<file path="src/rtl/approx_mult_seq_ctrl.sv">
// approx_mult_seq_ctrl: shift-and-add controller with hybrid approximate/exact accumulation and adder clock-gate enables; optional ZERO_SKIP_EN bypasses zero operands
module approx_mult_seq_ctrl #(
    parameter int WIDTH       = 8,
    parameter int APPROX_COLS = 4
) (
    input  logic               clk,
    input  logic               rst,
    input  logic               in_valid,
    output logic               in_ready,
    input  logic [WIDTH-1:0]   in_a,
    input  logic [WIDTH-1:0]   in_b,
    input  logic               in_exact,
    output logic               out_valid,
    input  logic               out_ready,
    output logic [2*WIDTH-1:0] out_p,
    output logic               busy,
    output logic               cg_en_exact,
    output logic               cg_en_approx
);
    localparam int CW = WIDTH > 1 ? $clog2(WIDTH) : 1;
    localparam logic [1:0] IDLE = 2'd0;
    localparam logic [1:0] RUN  = 2'd1;
    localparam logic [1:0] DONE = 2'd2;
    localparam logic [CW-1:0] LAST = CW'(WIDTH - 1);
    localparam logic [2*WIDTH-1:0] LMASK = ~({(2*WIDTH){1'b1}} << APPROX_COLS);

    logic [1:0]         state;
    logic [WIDTH-1:0]   a;
    logic [WIDTH-1:0]   b;
    logic               mode;
    logic [CW-1:0]      cnt;
    logic [2*WIDTH-1:0] acc;
    logic [2*WIDTH-1:0] addend;
    logic [2*WIDTH-1:0] sum;
    logic [2*WIDTH-1:0] acc_next;
    logic               bit_on;
    logic               last;

    // Partial product for bit cnt; low columns OR-combine, upper columns add with no carry in from column L
    always_comb begin
        bit_on   = state == RUN && b[cnt];
        addend   = {{WIDTH{1'b0}}, a} << cnt;
        sum      = mode ? acc + addend
                        : ((acc | addend) & LMASK) | (((acc & ~LMASK) + (addend & ~LMASK)) & ~LMASK);
        acc_next = bit_on ? sum : acc;
        last     = cnt == LAST || (b >> (32'(cnt) + 1)) == '0;
    end

    assign in_ready     = state == IDLE && !rst;
    assign busy         = state != IDLE;
    assign cg_en_exact  = bit_on;
    assign cg_en_approx = bit_on && !mode && APPROX_COLS > 0;

    // Handshake FSM: accept, iterate until no multiplier bits remain, hold product until taken
    always_ff @(posedge clk) begin
        if (rst) begin
            state     <= IDLE;
            a         <= '0;
            b         <= '0;
            mode      <= 1'b0;
            acc       <= '0;
            cnt       <= '0;
            out_p     <= '0;
            out_valid <= 1'b0;
        end else begin
            case (state)
                IDLE: if (in_valid) begin
                    a    <= in_a;
                    b    <= in_b;
                    mode <= in_exact;
                    acc  <= '0;
                    cnt  <= '0;
`ifdef ZERO_SKIP_EN
                    if (in_a == '0 || in_b == '0) begin
                        state     <= DONE;
                        out_p     <= '0;
                        out_valid <= 1'b1;
                    end else begin
                        state <= RUN;
                    end
`else
                    state <= RUN;
`endif
                end
                RUN: begin
                    acc <= acc_next;
                    if (last) begin
                        state     <= DONE;
                        out_p     <= acc_next;
                        out_valid <= 1'b1;
                    end else begin
                        cnt <= cnt + 1'b1;
                    end
                end
                DONE: if (out_ready) begin
                    out_valid <= 1'b0;
                    state     <= IDLE;
                end
                default: state <= IDLE;
            endcase
        end
    end
endmodule
</file>
<file path="config.mk">
export PLATFORM = sky130hd
export DESIGN_NAME = approx_mult_seq_ctrl
export DESIGN_NICKNAME = d
export VERILOG_FILES = /design/src/rtl/approx_mult_seq_ctrl.sv
export SDC_FILE = /design/constraint.sdc
export NUM_CORES = 1
export LEC_CHECK = 0
export CAP_MARGIN = 30
export CORE_ASPECT_RATIO = 1.1
export CORE_UTILIZATION = 51
export DETAILED_ROUTE_END_ITERATION = 10
export GPL_ROUTABILITY_DRIVEN = 0
export HOLD_SLACK_MARGIN = 0.02
export MAX_ROUTING_LAYER = met4
export PLACE_DENSITY = 0.85
export SLEW_MARGIN = 0
export SYNTH_ARGS = -nofsm -noshare
export SYNTH_HDL_FRONTEND = slang
export SYNTH_SLANG_ARGS = --single-unit
</file>
<file path="constraint.sdc">
create_clock -name clk -period 3.2 [get_ports clk]
set_clock_uncertainty 0.05 [all_clocks]
set_input_delay 0.64 -clock clk [delete_from_list [all_inputs] [get_ports clk]]
set_output_delay 0.64 -clock clk [all_outputs]
set_load 0.01 [all_outputs]
</file>
# Yosys cells after proc, flatten, opt, wreduce, memory -nomap -nowiden
# Index checks and enable logic that the tools add are counted.
# op_classes
addsub,4
magnitude_cmp,1
eq_ne,7
n_shift,2
mux,16
n_bitwise,2
reduce_logical,17
# ops
operator,n
$mux W16,3
$add A16 B16 Y16,2
$pmux W16 S2,1
$or A4 B16 Y16,1
$shl A8 B3 Y16,1
$reduce_and A3 Y1,3
$logic_not A8 Y1,1
$ne A2 B2 Y1 const B,4
$shr A8 B4 Y8,1
$mux W2,3
$mux W3,2
$pmux W2 S3,1
$pmux W3 S2,1
$reduce_and A2 Y1,3
$reduce_bool A2 Y1,3
$add A3 B1 Y4 const B,1
$lt A3 B4 Y1 const B,1
$or A4 B4 Y4,1
$add A3 B1 Y3 const B,1
$bmux W1 S3,1
$eq A3 B3 Y1 const B,1
$logic_and A1 B1 Y1,3
$mux W1,3
$eq A2 B1 Y1 const B,1
other kinds (5),6
# totals
reg_bits,55
input_bits,21
out_inout_bits,21
wordCells,57

# Depth between registers and ports, before layout
# Gate-level depths: netlist of the first run.
# depth
ltp_word,6
depth_mapped,15
depth_no_buf,13

# Worst setup path after synthesis of the first run
# OpenSTA, ideal clock, no wires.
# synth_timing
path_kind,register to register
startpoint,register cnt[1]
endpoint,register acc[15]
arrival_time_ns,2.954
setup_slack_ns,0.131
path_stages_with_launch,16
n_path_buf,3
period_less_slack_ns,3.069
cell_sequence,dfxtp_1 -> buf_2 -> clkbuf_1 -> mux2i_1 -> nand2_1 -> nand2_1 -> a21oi_1 -> ha_1 -> clkbuf_1 -> nand2_1 -> nor2_1 -> nand2_1 -> o21a_1 -> a221oi_2 -> mux2_2 -> nor2_1
# synth_via
elab_chain_cells,6
# synth_rtl
element,line,source
"start, declared",31,logic [CW-1:0] cnt;
"start signal, assigned",92,cnt <= cnt + 1'b1;
$shl A8 B3 Y16,42,"addend = {{WIDTH{1'b0}}, a} << cnt;"
$add A16 B16 Y16,44,: ((acc | addend) & LMASK) | (((acc & ~LMASK) + (addend & ~LMASK)) & ~LMASK);
$or A4 B16 Y16,44,
$mux W16,43,sum = mode ? acc + addend
$mux W16 (*),45,acc_next = bit_on ? sum : acc;
$pmux W16 S2 (*),66,case (state)
"end signal, assigned",86,acc <= acc_next;
"end, declared",32,logic [2*WIDTH-1:0] acc;
# Every way passes the cells marked *; elsewhere a longest branch is shown, timed or not. The select of a mux whose other input is x is not followed.
# A chain may end at the register's enable or synchronous reset.

# Worst setup path in the final report of the first run
# layout_timing
startpoint,register cnt[0]
endpoint,output port cg_en_approx
# layout_via
elab_chain_cells,4
# layout_rtl
element,line,source
$bmux W1 S3,41,bit_on = state == RUN && b[cnt];
$mux W1 (implied by the code),41,
$logic_and A1 B1 Y1,41,
$logic_and A1 B1 Y1,52,assign cg_en_approx = bit_on && !mode && APPROX_COLS > 0;
"end, declared",18,output logic cg_en_approx
# No other way between the ends. The select of a mux whose other input is x is not followed.

==> results.md, run 1 <==
* Netlist cell types at 45
* Initial antenna violation count at 0
* Reg-to-Reg End: acc[15]
* Total negative slack at 0 ns
* Die height at 88.24 um
* Critical-path cell list: buf_4 > mux4_2 > mux2i_2 > nand2b_4 > nor2_1 > clkdlybuf4s50_1
* Post-DP HPWL at 6.145 mm
* Setup violations, final at 0
* Commonest non-fill, non-tap cells in the layout: nand2_1, a21oi_1, dfxtp_1, nor2_1, clkdlybuf4s50_1
* Worst path depth at 6
* Critical path startpoint category: register
* Post-synth top area share at 31.93%
* Setup crit end kind: output pin
* TritonCTS buffer count at 5
* DRC Markers at 0
* H-tree depth at 2
* Slowest stage delay, CP at between 0.5 and 0.6 ns
* Final #Nets at 535
* CTS Buffer Depth at 2
* Leading area contributor after synthesis: dfxtp_1
* Worst-Margin Slew at approximately 0.91 ns
* First-pass GRT wire length at around 14 mm
* Run status: completed
* ANT nets after route at 0
* RSZ-0062 raised after global routing: false
* Via count at 3312
* Root Driver: clkbuf_8
* Die area at between 7000 and 8000 um^2
* Worst reg2reg path depth at 13
* Fin crit share at roughly 96%
* Peak supply drop at ~0.00021 V
* Horiz. Die Dim at between 80 and 90 um
* Rel. slew slack at 39.05%
* Max cap viols at 0
* 1st-iter DRT viols at ~290
* Clock Latency Late Sink at 0.31 ns
* Area of the multi-input gates at about 2200 um^2
* Cell Pwr Density at around 380 nW/um^2
* DP Worst Slack at 0.1473 ns
* Critical path required time at 2.51 ns
* Final slew viol count at 0
* Post-Syn Area at 3448 um^2
* Delay-heaviest family, CP: multiplexers
* Wirelength per Cell at 14.28 um
* Crit path to: cg_en_approx
* Hold WC Path Type: register to register
* Final WS setup at 0.1384 ns
* ANT cells at 0
* Placed insts at between 500 and 600
* CP Class: register to output pin
* GRT Resource Usage Total at 25.15%
* Vias in the first global route at 3011
* RR Startpoint: cnt[1]
* Min Clock Period, post-route at approximately 3.1 ns
* Most common cell after layout, fill and taps aside: nand2_1
* 1st-pass router iterations at 5
* Post-route insts no fill at around 570
* Top Ports at 42
* P_leak at 1.524 nW
* Initial cell density of the core at between 50% and 60%
* Fill count at 585
* Sequential area share after synthesis at 31.93%
* IO Port Bufs at a little over 40
* Core region area at 6555 um^2
* Largest net degree at the start of global routing at 56
* Worst reg-to-reg setup slack at 0.19 ns
* Avg Vias per Cell at around 5.8
* WP data arrival at 2.37 ns
* WP buf/inv at 2
* Std-Cell Rows at 31
* Final WL at 8.195 mm
* CTS tree: built
* Reg area at 1104 um^2
* Worst path slowest cell: mux4_2
* Yosys warns at 0
* Crit Path Max Fanout at 7
* Total clock sinks at 55
* Avg Synthesized Cell Area at 7.546 um^2
* Flops & latches, synth at 55
* Fmax at 326.6 MHz
* P&R area growth vs syn at 17.60%
* Gr ovfl total at 0
* Share of cells above drive strength 1 at between 8 and 9%
* CP Launch Point: cnt[0]
* Post-Syn Instances at 457
* Ranking of synthesized cells by area: dfxtp_1, nand2_1, a21oi_1, ha_1, nor2_1
* Syn Nets at 501
* Final hold violation count at 0
* Clock slew at reported path FFs at 0.10 ns
## report_power, final
group | leakage (nW) | switching, mW | internal, mW | total (mW)
combinational | 1.03 | 0.217 | 0.172 | 0.390
clock | 0.0412 | 0.235 | 0.154 | 0.389
sequential | 0.448 | 0.0288 | 0.724 | 0.753
## cells by family (layout without fill, tap and decap cells)
group	after synthesis	after routing	share of synthesized area (%)
adders and majority gates	23	23	8.781
AOI/OAI and AO/OA	117	117	20.68
and+or+nand+nor	180	180	22.24
xor gates and xnor gates	12	12	3.048
buffers and inverters	48	83	6.059
muxes	22	22	7.257
DFF	55	55	31.93
## flip-flops by register name, summed over array words and instances (netlist names)
| register | count |
|---|---|
| cnt | 3 |
| out_valid | 1 |
| out_p | 16 |
| mode | 1 |
| a | 8 |
| acc | 16 |
| b | 8 |
| state | 2 |
## worst reg2reg max path, delay by kind of cell (launching register included)
kind | cells | cell delay (ns)
simple gates | 6 | 0.62
flops | 1 | 0.42
compound gates | 4 | 0.70
fa+ha+maj | 1 | 0.42
mux | 2 | 0.74
## how the worst min path moves through the flow
| stage | start | endpoint | slack [ns] | cells after the start |
|---|---|---|---|---|
| detailed placement | b[0] | b[0] | 0.40 | 2 |
| global route | b[0] | b[0] | 0.44 | 2 |
| floorplan | b[0] | b[0] | 0.38 | 2 |
| finish | b[0] | b[0] | 0.42 | 2 |
| global placement | b[0] | b[0] | 0.40 | 2 |
| CTS | b[0] | b[0] | 0.42 | 2 |
## repair_timing
item	CTS	global route
endpoints found under the setup margin	2	13
buffers inserted	0	0
gates resized for setup	1	8
hold buffers	0	0
endpoints found under the hold margin	0	0
## area by class of cell
| type | instances | share of cell area [%] |
|---|---|---|
| well taps | 82 | 2.530 |
| clock buffers | 6 | 1.790 |
| flip-flops and latches | 55 | 27.21 |
| clock inverters | 2 | 0.3085 |
| repair buffers | 55 | 12.59 |
| inverters | 20 | 1.913 |
| multi-input cells | 354 | 53.66 |
## through the flow
stage	hold slack (ns)	power, mW	cell area (um^2)	utilization [%]
finish	0.4209	1.531	4055	61.86
global placement	0.3999	1.138	3933	59.99
global route	0.4428	1.616	4055	61.86
floorplan	0.3834	1.013	3448	-
detailed placement	0.4035	1.151	3933	59.99
CTS	0.4182	1.529	4020	61.33
## routing by layer
layer / track usage [%] / wire, um / vias to the layer above
li1: - / - / 1640
met1: 31.01 / 3576 / 1510
met2: 40.45 / 3961 / 135
met5: - / 0 / -
met3: 4.021 / 457 / 27
met4: 11.20 / 199 / 0
## Yosys cell counts, drive strengths merged
library cell and instances:
mux4 2, a21o 3, xnor2 9, a221oi 3
nand3b 1, a2bb2oi 1, dfxtp 55, buf 10
a211oi 7, o41ai 2, nand2 97, clkbuf 18
nand4b 1, o211ai 1, nor2b 4, mux2i 16
nand2b 5, fa 2, mux2 4, o221ai 1
a31oi 4, nor3 5, o22ai 3, o21ai 20
nor2 45, o21bai 5, a21oi 57, xor2 3
and2 3, or3 1, ha 21, inv 20
a311oi 8, nand3 13, o21a 2, nand4 5
Note: power is estimated with default switching activity, not from simulation.
==> run 2: changes to the inputs <==
--- a/config.mk
+++ b/config.mk
@@ -12,7 +12,7 @@
 export GPL_ROUTABILITY_DRIVEN = 0
 export HOLD_SLACK_MARGIN = 0.02
 export MAX_ROUTING_LAYER = met4
-export PLACE_DENSITY = 0.85
+export PLACE_DENSITY = 0.77
 export SLEW_MARGIN = 0
 export SYNTH_ARGS = -nofsm -noshare
 export SYNTH_HDL_FRONTEND = slang
==> results.md, run 2 (synthesis results as in run 1) <==
* ANT cells at 0 (unchanged)
* Setup crit end kind: output pin (unchanged)
* Core region area at 6555 um^2 (unchanged)
* Clock Latency Late Sink at 0.31 ns (about the same)
* Vias in the first global route at 2972 (was 3011)
* CTS tree: built (unchanged)
* Critical path startpoint category: register (unchanged)
* Peak supply drop at 0.0002322 V (was 0.0002149 V)
* First-pass GRT wire length at 13.32 mm (was 13.73 mm)
* Grt met3 use at 4.433% (was 4.021%)
* Share of cells above drive strength 1 at 8.925% (was 8.943%)
* Initial antenna violation count at 0 (unchanged)
* Cell Pwr Density at 383.5 nW/um^2 (was 377.6 nW/um^2)
* CP Launch Point: cnt[0] (unchanged)
* GRT Resource Usage Total at 24.43% (was 25.15%)
* Largest net degree at the start of global routing at 56 (unchanged)
* Worst reg-to-reg setup slack at 0.25 ns (was 0.19 ns)
* Total clock sinks at 55 (unchanged)
* Top flop regs: acc (16), out_p (16) (unchanged)
* Fill count at 589 (was 585)
* Root Driver: clkbuf_8 (unchanged)
* DRC Markers at 0 (unchanged)
* Fmax at 327.0 MHz (was 326.6 MHz)
* Busiest layer in global routing: met2 (unchanged)
* Avg Vias per Cell at 5.612 (was 5.770)
* Startpoint of the worst hold path: b[0] (unchanged)
* Via count at 3227 (was 3312)
* IO Port Bufs at 41 (unchanged)
* Horiz. Die Dim at 80.40 um (unchanged)
* Total negative slack at 0 ns (unchanged)
* Worst reg2reg path depth at 12 (was 13)
* P&R area growth vs syn at 18.07% (was 17.60%)
* 1st-iter DRT viols at 116 (was 294)
* WHS at 0.4292 ns (was 0.4209 ns)
* Most common cell after layout, fill and taps aside: nand2_1 (unchanged)
* Worst path slowest cell: mux4_2 (unchanged)
* RSZ-0062 raised after global routing: false (unchanged)
* CP Class: register to output pin (unchanged)
* Final WL at 7.911 mm (was 8.195 mm)
* Worst-Margin Slew at 0.8823 ns (was 0.9121 ns)
* Min Clock Period, post-route at 3.058 ns (was 3.062 ns)
* 1st-pass router iterations at 4 (was 5)
* Run status: completed (unchanged)
* H-tree depth at 2 (unchanged)
* Final hold violation count at 0 (unchanged)
* Critical path required time at 2.51 ns (about the same)
* Post-DP HPWL at 5.981 mm (was 6.145 mm)
* Setup violations, final at 0 (unchanged)
* P_leak at 1.532 nW (was 1.524 nW)
* WP data arrival at 2.37 ns (about the same)
* Worst path depth at 6 (unchanged)
* Clock slew at reported path FFs at 0.09 ns (was 0.10 ns)
* Die area at 7095 um^2 (unchanged)
* Hold_buf cts at 0 (unchanged)
* Crit Path Max Fanout at 7 (unchanged)
* Total power draw at 1.561 mW (was 1.531 mW)
* Setup bufs post-CTS at 0 (unchanged)
* CTS Buffer Depth at 2 (unchanged)
* Std-Cell Rows at 31 (unchanged)
* Initial cell density of the core at 52.61% (unchanged)
* TritonCTS buffer count at 5 (unchanged)
* Gr ovfl total at 0 (unchanged)
* Final slew viol count at 0 (unchanged)
* Post-route insts no fill at 575 (was 574)
* Final #Nets at 536 (was 535)
* GR Util met1 at 29.94% (was 31.01%)
* Hold WC Path Type: register to register (unchanged)
* ANT nets after route at 0 (unchanged)
* Die height at 88.24 um (unchanged)
* Rel. slew slack at 41.03% (was 39.05%)
* Delay-heaviest family, CP: multiplexers (unchanged)
* Critical-path cell list: buf_4 > mux4_2 > mux2i_2 > nand2b_4 > nor2_1 > clkdlybuf4s50_1 (unchanged)
* WP buf/inv at 2 (unchanged)
* GRT met2 Usage at 40.60% (was 40.45%)
* RR Startpoint: cnt[0] (was cnt[1])
* Commonest non-fill, non-tap cells in the layout: nand2_1, a21oi_1, dfxtp_1, nor2_1, clkdlybuf4s50_1 (unchanged)
* Wirelength per Cell at 13.76 um (was 14.28 um)
* Fin crit share at 95.55% (was 95.68%)
* Max cap viols at 0 (unchanged)
* Reg-to-Reg End: out_p[14] (was acc[15])
* Slowest stage delay, CP at 0.51 ns (was 0.52 ns)
* Top Ports at 42 (unchanged)
* Placed insts at 567 (was 566)
* Crit path to: cg_en_approx (unchanged)
==> run 2: worst min-delay path by stage <==
stage                       to  cells past startpoint
after global placement    b[0]                      2
after detailed placement  b[2]                      2
after floorplan           b[0]                      2
after CTS                 b[2]                      2
final                     b[0]                      2
after global routing      b[0]                      2
==> run 2: per-layer routing <==
metal / routed length [um] / vias up
li1: - / 1647
met1: 3588 / 1463
met2: 3771 / 101
met3: 394 / 16
met4: 157 / 0
met5: 0 / -
==> run 2: final cells by class <==
cell class	instances	area, um^2	area share (%)
multi-input cells	354	2166	53.20
flip-flops and latches	55	1104	27.11
repair buffers	56	518.0	12.72
well taps	82	102.6	2.520
clock buffers	7	96.34	2.366
inverters	20	77.57	1.905
clock inverters	1	7.507	0.1844
==> run 2: worst register-to-register path: stages, from the launching register on <==
cell and delay [ns]:
dfxtp_2 0.35, inv_1 0.19, nand2_1 0.12, nor3_1 0.27, ha_1 0.25, fa_1 0.23
a211oi_1 0.12, nor3_2 0.29, nor2_1 0.14, o41ai_2 0.37, xor2_1 0.17, nand2_1 0.08
a311oi_1 0.24
==> run 2: per-stage QoR <==
stage | cell area [um^2] | setup slack [ns] | util, %
floorplan | 3448 | 0.1312 | -
global route | 4071 | 0.01851 | 62.11
CTS | 4046 | 0.05145 | 61.73
global placement | 3940 | 0.2613 | 60.11
detailed placement | 3940 | 0.1712 | 60.11
finish | 4071 | 0.1423 | 62.11
==> run 2: timing repair <==
action,in CTS,in global routing
endpoints found under the setup margin,1,9
resized for setup,1,6
hold endpoints to repair,0,0
==> run 2: power breakdown <==
group          switching (mW)  internal [mW]
Combinational           0.209          0.171
Clock                   0.226          0.197
Sequential             0.0332          0.725
